<file path="src/rtl/rr_free_list_pkg.sv">
// Shared sizing, types and reset helper for the physical-register free list.
// No logic of its own; pure compile-time constants and typedefs.
// Imported by the interface, the checkpoint table and the free-list top.
package rr_free_list_pkg;

  localparam int P_REGISTERS   = 64;
  localparam int L_REGS        = 8;
  localparam int C_NUM         = 4;
  localparam int P_ADDR_WIDTH  = $clog2(P_REGISTERS);
  localparam int FL_PTR_WIDTH  = P_ADDR_WIDTH + 1;
  localparam int CKPT_ID_WIDTH = $clog2(C_NUM);
  localparam int FL_INIT_COUNT = P_REGISTERS - L_REGS;

  typedef logic [P_ADDR_WIDTH-1:0]  preg_t;
  typedef logic [FL_PTR_WIDTH-1:0]  free_list_ckpt_t;
  typedef logic [CKPT_ID_WIDTH-1:0] ckpt_id_t;

  // Reset content of slot i: pregs L_REGS.. fill the live part of the list;
  // the slots past the live region wrap around to the architectural pregs,
  // which are never read before being overwritten by a release.
  function automatic preg_t fl_init_entry(input int i);
    return preg_t'(L_REGS + i);
  endfunction

endpackage

</file>
<file path="src/rtl/rr_free_list_if.sv">
// Rename-stage <-> free-list handshake bundle (alloc, checkpoint, release, flush).
// Purely wiring; no latency of its own.
// Renamer must only assert allocation enables while alloc_ready is high.
interface rr_free_list_if import rr_free_list_pkg::*; ();

  logic            alloc_ready;
  logic            alloc_en_1;
  logic            alloc_en_2;
  preg_t           preg_1;
  preg_t           preg_2;
  logic            ckpt_en;
  ckpt_id_t        ckpt_id;
  logic            release_en;
  preg_t           release_preg;
  logic            flush_valid;
  ckpt_id_t        flush_rat_id;
  free_list_ckpt_t free_count;

  // Renamer / commit / branch-unit side.
  modport master (
    input  alloc_ready, preg_1, preg_2, free_count,
    output alloc_en_1, alloc_en_2, ckpt_en, ckpt_id,
           release_en, release_preg, flush_valid, flush_rat_id
  );

  // Free-list side.
  modport slave (
    output alloc_ready, preg_1, preg_2, free_count,
    input  alloc_en_1, alloc_en_2, ckpt_en, ckpt_id,
           release_en, release_preg, flush_valid, flush_rat_id
  );

endinterface

</file>
<file path="src/rtl/rr_ckpt_table.sv">
// C_NUM-entry table of saved allocation pointers, one per in-flight branch.
// Write lands in one cycle; read port is combinational from the flops.
// No backpressure: a write to a slot simply overwrites the older pointer.
module rr_ckpt_table import rr_free_list_pkg::*; (
  input  logic            clk,
  input  logic            rst,
  input  logic            wr_en,
  input  ckpt_id_t        wr_id,
  input  free_list_ckpt_t wr_ptr,
  input  ckpt_id_t        rd_id,
  output free_list_ckpt_t rd_ptr
);

  free_list_ckpt_t ckpt_q [C_NUM];
  free_list_ckpt_t ckpt_d [C_NUM];

  // Next-state: overwrite the addressed slot when a checkpoint is taken.
  always_comb begin
    ckpt_d = ckpt_q;
    if (wr_en) begin
      ckpt_d[wr_id] = wr_ptr;
    end
  end

  // State update; reset clears every slot.
  always_ff @(posedge clk) begin
    if (rst) begin
      for (int i = 0; i < C_NUM; i++) begin
        ckpt_q[i] <= '0;
      end
    end else begin
      ckpt_q <= ckpt_d;
    end
  end

  assign rd_ptr = ckpt_q[rd_id];

endmodule

</file>
<file path="src/rtl/rr_free_list.sv">
// Physical-register free list: two allocs + one release per cycle, checkpointed head.
// Pointer/array updates take one cycle; preg_1/preg_2 are read straight from the array.
// alloc_ready (>=2 free) gates allocation; flush overrides allocs and checkpoints.
module rr_free_list import rr_free_list_pkg::*; (
  input  logic          clk,
  input  logic          rst,
  rr_free_list_if.slave fl
);

  preg_t           fl_q [P_REGISTERS];
  preg_t           fl_d [P_REGISTERS];
  free_list_ckpt_t rd_ptr_q, rd_ptr_d;
  free_list_ckpt_t wr_ptr_q, wr_ptr_d;
  free_list_ckpt_t rd_nxt;
  free_list_ckpt_t ckpt_rd_ptr;
  free_list_ckpt_t free_count;
  preg_t           rd_idx_1, rd_idx_2;
  logic [1:0]      pop;
  logic            alloc_ready;
  logic            alloc_ok;

  // Occupancy is derived purely from the pointer flops, so alloc_ready has no
  // combinational path from any input.
  assign free_count  = wr_ptr_q - rd_ptr_q;
  assign alloc_ready = (free_count >= free_list_ckpt_t'(2));

  assign rd_idx_1 = rd_ptr_q[P_ADDR_WIDTH-1:0];
  assign rd_idx_2 = rd_idx_1 + preg_t'(1);

  assign fl.preg_1      = fl_q[rd_idx_1];
  assign fl.preg_2      = fl_q[rd_idx_2];
  assign fl.free_count  = free_count;
  assign fl.alloc_ready = alloc_ready;

  // Head advance: a flush wins over same-cycle allocations; the pointer after
  // this cycle's allocations is also what a checkpoint captures, so the
  // branch's own destination survives its recovery.
  always_comb begin
    pop      = {1'b0, fl.alloc_en_1} + {1'b0, fl.alloc_en_2};
    alloc_ok = alloc_ready && !fl.flush_valid;
    rd_nxt   = rd_ptr_q + (alloc_ok ? free_list_ckpt_t'(pop) : '0);
    rd_ptr_d = fl.flush_valid ? ckpt_rd_ptr : rd_nxt;
  end

  // Tail push: releases are applied even during a flush; no bypass to the head.
  always_comb begin
    fl_d     = fl_q;
    wr_ptr_d = wr_ptr_q;
    if (fl.release_en) begin
      fl_d[wr_ptr_q[P_ADDR_WIDTH-1:0]] = fl.release_preg;
      wr_ptr_d = wr_ptr_q + free_list_ckpt_t'(1);
    end
  end

  // State update; reset reloads the list with every non-architectural preg.
  always_ff @(posedge clk) begin
    if (rst) begin
      rd_ptr_q <= '0;
      wr_ptr_q <= free_list_ckpt_t'(FL_INIT_COUNT);
      for (int i = 0; i < P_REGISTERS; i++) begin
        fl_q[i] <= fl_init_entry(i);
      end
    end else begin
      rd_ptr_q <= rd_ptr_d;
      wr_ptr_q <= wr_ptr_d;
      fl_q     <= fl_d;
    end
  end

  rr_ckpt_table u_ckpt_table (
    .clk    (clk),
    .rst    (rst),
    .wr_en  (fl.ckpt_en && !fl.flush_valid),
    .wr_id  (fl.ckpt_id),
    .wr_ptr (rd_nxt),
    .rd_id  (fl.flush_rat_id),
    .rd_ptr (ckpt_rd_ptr)
  );

  // Renamer must not allocate from a list that cannot cover a full dual pop.
  a_alloc_only_when_ready : assert property (
    @(posedge clk) disable iff (rst) (fl.alloc_en_1 || fl.alloc_en_2) |-> alloc_ready);

  // The second slot is only ever consumed together with the first.
  a_en2_needs_en1 : assert property (
    @(posedge clk) disable iff (rst) fl.alloc_en_2 |-> fl.alloc_en_1);

  // A release into a completely full list means a preg was freed twice.
  a_no_double_free : assert property (
    @(posedge clk) disable iff (rst)
    fl.release_en |-> (free_count != free_list_ckpt_t'(P_REGISTERS)))
    else $fatal(1, "rr_free_list: release into a full free list (double free)");

endmodule

</file>
<file path="src/flat_wrapper.sv">
// flat-port wrapper written by rule: the top's interface ports become plain ports
module rr_free_list_flat import rr_free_list_pkg::*;
  (clk, rst, fl_alloc_ready, fl_preg_1, fl_preg_2, fl_free_count, fl_alloc_en_1, fl_alloc_en_2, fl_ckpt_en, fl_ckpt_id, fl_release_en, fl_release_preg, fl_flush_valid, fl_flush_rat_id);
  rr_free_list_if fl_i ();
  input  logic clk;
  input  logic rst;
  output wire logic [$bits(fl_i.alloc_ready)-1:0] fl_alloc_ready;
  output wire logic [$bits(fl_i.preg_1)-1:0] fl_preg_1;
  output wire logic [$bits(fl_i.preg_2)-1:0] fl_preg_2;
  output wire logic [$bits(fl_i.free_count)-1:0] fl_free_count;
  input wire logic [$bits(fl_i.alloc_en_1)-1:0] fl_alloc_en_1;
  input wire logic [$bits(fl_i.alloc_en_2)-1:0] fl_alloc_en_2;
  input wire logic [$bits(fl_i.ckpt_en)-1:0] fl_ckpt_en;
  input wire logic [$bits(fl_i.ckpt_id)-1:0] fl_ckpt_id;
  input wire logic [$bits(fl_i.release_en)-1:0] fl_release_en;
  input wire logic [$bits(fl_i.release_preg)-1:0] fl_release_preg;
  input wire logic [$bits(fl_i.flush_valid)-1:0] fl_flush_valid;
  input wire logic [$bits(fl_i.flush_rat_id)-1:0] fl_flush_rat_id;
  assign fl_alloc_ready = fl_i.alloc_ready;
  assign fl_preg_1 = fl_i.preg_1;
  assign fl_preg_2 = fl_i.preg_2;
  assign fl_free_count = fl_i.free_count;
  assign fl_i.alloc_en_1 = fl_alloc_en_1;
  assign fl_i.alloc_en_2 = fl_alloc_en_2;
  assign fl_i.ckpt_en = fl_ckpt_en;
  assign fl_i.ckpt_id = fl_ckpt_id;
  assign fl_i.release_en = fl_release_en;
  assign fl_i.release_preg = fl_release_preg;
  assign fl_i.flush_valid = fl_flush_valid;
  assign fl_i.flush_rat_id = fl_flush_rat_id;
  rr_free_list u_core (.clk(clk), .rst(rst), .fl(fl_i));
endmodule
</file>
<file path="config.mk">
export PLATFORM = sky130hd
export DESIGN_NAME = rr_free_list_flat
export DESIGN_NICKNAME = d
export VERILOG_FILES = /design/src/rtl/rr_free_list_pkg.sv /design/src/rtl/rr_free_list_if.sv /design/src/rtl/rr_ckpt_table.sv /design/src/rtl/rr_free_list.sv /design/src/flat_wrapper.sv
export SDC_FILE = /design/constraint.sdc
export NUM_CORES = 1
export LEC_CHECK = 0
export ABC_AREA = 1
export CAP_MARGIN = 10
export CORE_MARGIN = 2
export CORE_UTILIZATION = 35
export CTS_BUF_LIST = sky130_fd_sc_hd__clkbuf_4 sky130_fd_sc_hd__clkbuf_8
export CTS_CLUSTER_DIAMETER = 40
export DETAILED_ROUTE_END_ITERATION = 10
export PLACE_DENSITY_LB_ADDON = 0.1
export SYNTH_ARGS = -nofsm -noshare
export SYNTH_HDL_FRONTEND = slang
export SYNTH_SLANG_ARGS = --single-unit
</file>
<file path="constraint.sdc">
create_clock -name clk -period 3.18 [get_ports clk]
set_input_delay 0.318 -clock clk [delete_from_list [all_inputs] [get_ports clk]]
set_output_delay 0.318 -clock clk [all_outputs]
set_load 0.03 [all_outputs]
</file>
-- Word level (Yosys, flattened, before mapping)
Index checks and enable logic that the tools add are counted.
- add/sub/neg operators: 5
- multiply operators: 0
- div/mod/pow operators: 0
- $lt $le $gt $ge: 8
- equal/unequal tests: 0
- shift operators: 0
- mux-type cells: 17
- bitwise gates (word level): 5
- reduce and logical (&&, ||, !) cells: 5
- operators by type and width (operator ; count):
    384-bit bitwise mux ; 1
    6-bit binary-select mux with 6-bit select ; 2
    6-bit demux with 6-bit select ; 1
    6-bit two-way mux ; 5
    28-bit bitwise mux ; 1
    7-bit two-way mux ; 4
    7-bit >= comparator (second input constant) ; 3
    6-bit NOT with 7-bit output ; 3
    7-bit binary-select mux with 2-bit select ; 1
    7-bit demux with 2-bit select ; 1
    7-bit by 1-bit adder with 7-bit output (second input constant) ; 1
    7-bit adder ; 1
    7-bit by 2-bit >= comparator with 1-bit output (second input constant) ; 1
    7-bit by 1-bit < comparator with 1-bit output (second input constant) ; 1
    7-bit subtractor ; 1
    6-bit by 1-bit adder with 6-bit output (second input constant) ; 1
    3-bit >= comparator (second input constant) ; 2
    2-bit NOT with 3-bit output ; 2
    1-bit logical AND ; 4
    3-bit by 1-bit < comparator with 1-bit output (second input constant) ; 1
    1-bit by 1-bit adder with 2-bit output ; 1
    2-bit two-way mux ; 1
    1-bit zero test ; 1
- register bits after elaboration: 426
- latch bits: 0
- bits in writable memories: 0
- bits in read-only memories: 0
- output and inout port bits: 20
- memories kept: 0

-- Longest topological paths before layout
- depth after elaboration: 6
- depth in mapped cells: 24
- gate-level depth less buffers: 23

-- Modules after synthesis
A second synthesis with hierarchy kept.
- cell total of the unflattened synthesis: 3786
- area total of the unflattened synthesis: 24131.9 µm²
- by module, submodules not included (module ; times used ; cells each ; area each (µm²)):
    rr_free_list ; 1 ; 3563 ; 22736.8
    rr_ckpt_table ; 1 ; 223 ; 1395.1

-- Worst setup path before layout
OpenSTA, ideal clock, no wires.
- path kind: reg-to-reg
- start point: reg u_core.rd_ptr_q[3]
- end point: reg u_core.u_ckpt_table.ckpt_q[13] (netlist bit)
- library setup time: 116 ps
- arrival time: 3615 ps
- slack: -551 ps
- stages on the path, launching flop included: 23
- buffers on the path: 2
- cell sequence: dfxtp_1 -> inv_4 -> buf_6 -> clkbuf_1 -> ha_1 -> a21oi_1 -> nand2_1 -> nand2_1 -> nand2_1 -> nor2_1 -> nand3_1 -> nand2_1 -> nor2_1 -> ha_1 -> fa_1 -> inv_1 -> nor2_1 -> nand3_1 -> nand2_1 -> inv_1 -> nand2_1 -> o211ai_1 -> inv_1
- longest elaborated chain between the ends: 6
- RTL lines (item ; line ; source):
    start: declaration ; rr_free_list.sv:12 ; free_list_ckpt_t rd_ptr_q, rd_ptr_d;
    start signal: assignment ; rr_free_list.sv:64 ; rd_ptr_q <= rd_ptr_d;
    7-bit subtractor ; rr_free_list.sv:24 ; assign free_count = wr_ptr_q - rd_ptr_q;
    named net fl_free_count[4] ; flat_wrapper.sv:10 ; output wire logic [$bits(fl_i.free_count)-1:0] fl_free_count;
    7-bit by 2-bit >= comparator with 1-bit output ; rr_free_list.sv:25 ; assign alloc_ready = (free_count >= free_list_ckpt_t'(2));
    named net fl_alloc_ready ; flat_wrapper.sv:7 ; output wire logic [$bits(fl_i.alloc_ready)-1:0] fl_alloc_ready;
    1-bit logical AND ; rr_free_list.sv:40 ; alloc_ok = alloc_ready && !fl.flush_valid;
    2-bit two-way mux ; rr_free_list.sv:41 ; rd_nxt = rd_ptr_q + (alloc_ok ? free_list_ckpt_t'(pop) : '0);
    7-bit adder ; rr_free_list.sv:41 ;
    28-bit bitwise mux ; rr_ckpt_table.sv:21 ; ckpt_d[wr_id] = wr_ptr;
    end signal: assignment ; rr_ckpt_table.sv:32 ; ckpt_q <= ckpt_d;
    end: declaration ; rr_ckpt_table.sv:14 ; free_list_ckpt_t ckpt_q [C_NUM];
The timed path passes the listed nets, and every way through them passes these cells.
A chain may end at the register's enable or synchronous reset.

-- Final worst setup path
- start point: reg u_core.rd_ptr_q[0]
- end point: out fl_preg_2[3]
- longest elaborated chain between the ends: 5
- RTL lines (item ; line ; source):
    6-bit by 1-bit adder with 6-bit output ; rr_free_list.sv:28 ; assign rd_idx_2 = rd_idx_1 + preg_t'(1);
    6-bit NOT with 7-bit output (not written as such) ; rr_free_list.sv:31 ; assign fl.preg_2 = fl_q[rd_idx_2];
    6-bit binary-select mux with 6-bit select ; rr_free_list.sv:31 ;
    6-bit two-way mux (not written as such) (2 in a row) ; rr_free_list.sv:31 ;
    end: declaration ; flat_wrapper.sv:9 ; output wire logic [$bits(fl_i.preg_2)-1:0] fl_preg_2;
No other way between the ends. The select of a mux whose other input is x is not followed.

==> flow_results.org <==
** Worst setup path
- Category of the worst setup path capture point :: primary output
- Of all nets on the critical path, the largest fanout is 13.
- STA puts the critical path data required time at ~2.9 ns.
- The largest single stage delay on the critical path is 0.36 ns.
- The critical path in this run is classified as reg2out.
- Walking the worst path, the cells encountered are buf_12 > ha_4 > buf_12 > inv_8 > buf_16 > nand3_1 > nand3_1 > nand3_1 > nand3_1 > nand3_2 > nand2_2 > buf_12.
- Most repeated library cell on the critical path :: nand3_1
- The worst setup path is launched from a flop.
- For the worst setup path, the data arrival time is 2.87 ns.
- The slowest stage of the critical path belongs to the cell dfxtp_4.

** Power and ir drop
- Internal power :: around 11 mW
- VDD sags by at most 0.349 mV.
- Fraction of power spent switching nets :: 0.312
- For this design the total switching power over the nets is 5.14 mW.
- Static power due to leakage :: 13.7 nW
- Of the total power, registers draw 0.328.
- Portion of total power attributed to combinational logic :: 0.218
- Dividing total power by cell area gives a power density of 563 nW/um^2.
- The share of total power dissipated in the clock network is 0.454.

** Logic synthesis
- The synthesized netlist contains 36 unique library cells.
- Averaged over all synthesized cells, the footprint is 6.40 um^2.
- Syn_nets :: 3,757
- Yosys printed 0 warnings.
- Number of instances in the synthesized netlist :: about 3.7k
- The synthesized netlist occupies a cell area of about 24,000 um^2.
- Ranked by total cell area, the synthesized netlist is headed by dfxtp_1, nand2_1, nand3_1.
- After synthesis the netlist holds a flip-flop and latch count of 426.
- The largest total area in the synthesized netlist belongs to dfxtp_1.
- Part of the Yosys area used for sequential elements :: 0.358
- The share of synthesized area in the top cell type comes to 0.358.

** Hold path
- The min-delay analysis places its worst path in the category in2reg.

** Floorplanning
- From bottom edge to top edge, the die measures 265 um.
- The floorplan has 95 rows.
- Measured along the x axis, the die boundary spans 265 um.
- The core region is 67,300 um^2.
- During I/O placement, the number of pins put on the boundary was 37.
- Area enclosed by the die boundary :: about 70,000 um^2
- Initial cell density of the core :: 0.354

** Timing
- For this run, the top clock speed supported by timing is 0.314 GHz.
- At the pin with the least slew margin, the transition time is around 0.99 ns.
- The number of hold violations in the final report was 0.
- Setup repair after global routing missed its margin :: yes
- Final clock skew :: around 0.031 ns
- Of the available clock period, the critical path in the final layout requires 1.00.
- Final Worst Setup Slack :: -0.00489 ns
- Sum Neg Setup Slack :: -0.00489 ns
- Relative max-transition margin :: 0.343
- The max-slew violation total from the final report is 0.
- On the final layout, the worst hold slack is 0.0960 ns.
- Number of setup violations in the final report :: 1
- For the finished layout, the period the worst path requires is 3.18 ns.

** Layout
- After filler insertion, the fill cell instance count of the layout stands at 7,169.
- In the final layout, the multi-input gates occupy roughly 13,000 um^2.
- After the flow finishes, the layout carries non-filler instances totaling 4,675.
- In the final layout, the share of cells above drive strength 1 is 0.129.
- Nets :: 3,751
- Relative to the synthesized area, the layout overhead comes to 22.6%.
- Flip-flop and latch area :: between 8000 and 9000 um^2
- After routing the design area is 29,200 um^2.

** Global route
- GRT Util Overall :: 0.273
- Via count of the first global-routing pass :: approximately 23k
- The number of antenna violations at the first check in global routing came to 1.
- Total gr overflow :: 0
- Maximum number of pins on one net before global-route repair :: 88
- First-pass GRT wire length :: 146,000 um

** Placed design
- Once placement completed, the tool counted placed cells totaling around 4.5k.
- In this run the cell area measured after placement is 25,300 um^2.
- Routability congestion estimate :: 0.864
- In this run the tool buffered the top-level ports with 36 buffer cells.
- Summed over all nets, the half-perimeter wirelength after detailed placement is roughly 57,000 um.

** Route
- The detailed router finished its first iteration with between 2k and 2.5k violations.
- The routed layout has approximately 25k vias.
- The first TritonRoute pass finished after 6 iterations.
- Dividing the detail-routed via count by the number of cells gives about 5.4.
- Routed length per instance :: 21.8 um
- In the routed design, unresolved DRC markers number 0.
- The count of nets left with antenna violations once routing finished came out at 0.
- After detailed routing, the total wire length is 102,000 um.

** CTS
- Buffers inserted to repair hold after CTS numbered 0.
- Clock-pin slew was measured on the worst setup and hold paths at 0.06 ns.
- TritonCTS clock tree :: done
- CTS buffer count :: between 90 and 100
- Clock insertion delay at the later pin of the skew report :: between 0.7 and 0.8 ns
- CTS root buf :: clkbuf_8
- Counting along the longest clock path gives a buffer depth of 3.
- Maximum level of the CTS H-tree :: 3
- Sinks on the clock net :: 426

** Run status
- Outcome :: finished with violations
- The final reports fail on negative setup slack.

** Job
- Max-capacitance violation count :: 0
-- path summary, 6_finish.rpt --
kind                            slack, ns                       startpoint  cells after the start                                     endpoint
worst max-delay path               -0.005    u_core.rd_ptr_q[0]$_SDFF_PP0_                     12                                 fl_preg_2[3]
worst min-delay path                  0.1               fl_release_preg[5]                      3                u_core.fl_q[377]$_SDFFE_PP0P_
worst max register to register       0.22  u_core.wr_ptr_q[0]$_SDFFE_PP0P_                     23  u_core.u_ckpt_table.ckpt_q[27]$_SDFFE_PP0P_
worst min register to register       0.47    u_core.fl_q[380]$_SDFFE_PP0P_                      2                u_core.fl_q[380]$_SDFFE_PP0P_
-- flip-flops by register name, indices dropped and copies added (netlist names) --
register,count
u_core.u_ckpt_table.ckpt_q,28
u_core.wr_ptr_q,7
u_core.fl_q,384
u_core.rd_ptr_q,7
-- timing repair --
action / CTS / global route
pin swaps: 12 / 18
gates resized for setup: 86 / 69
setup endpoints to repair: 14 / 37
gates cloned: 10 / 17
setup buffers: 8 / 13
-- metrics by stage --
step / power (mW) / util / setup WS, ns
final: 16.5 / 0.435 / -0.00489
after global routing: 17.0 / 0.435 / -0.0679
after CTS: 16.2 / 0.421 / -0.0472
after detailed placement: 8.33 / 0.376 / 0.128
after global placement: 8.34 / 0.376 / 0.108
after floorplan: 7.19 / - / 0.00249
-- cell type report --
class,instances,share of cell area
Sequential cell,426,0.292
Inverter,456,0.0599
Antenna cell,2,0.000171
Timing Repair Buffer,191,0.0913
Clock buffer,136,0.0591
Timing Repair inverter,1,0.000385
Clock inverter,39,0.0202
Multi-Input combinational cell,2551,0.439
Tap cell,873,0.0374
-- layer usage --
layer / wire [um] / up-vias / global-route usage
li1: - / 12300 / -
met1: 44900 / 11700 / 0.372
met2: 45600 / 991 / 0.433
met3: 7580 / 194 / 0.0402
met4: 3690 / 0 / 0.108
met5: 0 / - / 0
-- worst max-delay path: cells and delay by family (launching register included) --
family / cells / cell delay, ns
and+or+nand+nor: 6 / 0.78
buffers and inverters: 5 / 0.70
adders and majority gates: 1 / 0.29
DFF: 1 / 0.36
-- cell usage in the layout, fill, tap and decap left out, types with 19 or more instances in the layout --
cell and instances:
a21oi_1 292, buf_12 38, buf_16 20, buf_4 82, clkbuf_4 23, clkbuf_8 113, dfxtp_1 421, inv_1 418
inv_2 24, nand2_1 1009, nand3_1 450, nand3_2 46, nor2_1 74, o211ai_1 249, o21ai_0 327, o21ai_1 19
-- kinds of logic (layout without fill, tap and decap cells) --
| kind of cell | Yosys count | after routing | synth area share |
|---|---|---|---|
| and+or+nand+nor | 1634 | 1634 | 0.288 |
| other | 0 | 2 | 0 |
| buffers and inverters | 750 | 823 | 0.126 |
| AOI/OAI and AO/OA | 893 | 893 | 0.214 |
| xor gates and xnor gates | 10 | 10 | 0.00603 |
| DFF | 426 | 426 | 0.358 |
| muxes | 1 | 1 | 0.000420 |
| adders and majority gates | 13 | 13 | 0.00745 |
-- cell usage after synthesis, drive strengths merged --
| library cell | instances |
|---|---|
| xnor2 | 2 |
| nor3 | 6 |
| a21oi | 293 |
| or2 | 1 |
| xor2 | 8 |
| o31ai | 1 |
| fa | 2 |
| buf | 135 |
| nand2 | 1028 |
| clkbuf | 159 |
| o21ai | 346 |
| nor2 | 89 |
| o211ai | 249 |
| dfxtp | 426 |
| inv | 446 |
| nand4 | 3 |
| o22ai | 1 |
| mux2i | 1 |
| ha | 11 |
| o32ai | 2 |
| o41ai | 1 |
| clkinv | 10 |
| and3 | 1 |
| nand3 | 506 |
-- power by group through the flow --
stage / Combinational [mW] / Clock, mW / Sequential, mW
finish: 3.59 / 7.47 / 5.41
floorplan: 1.67 / 0 / 5.52
detailed placement: 2.82 / 0 / 5.52
global placement: 2.82 / 0 / 5.52
global route: 3.78 / 7.85 / 5.41
CTS: 3.17 / 7.61 / 5.41
No activity file was read; power rests on OpenSTA's default activity.
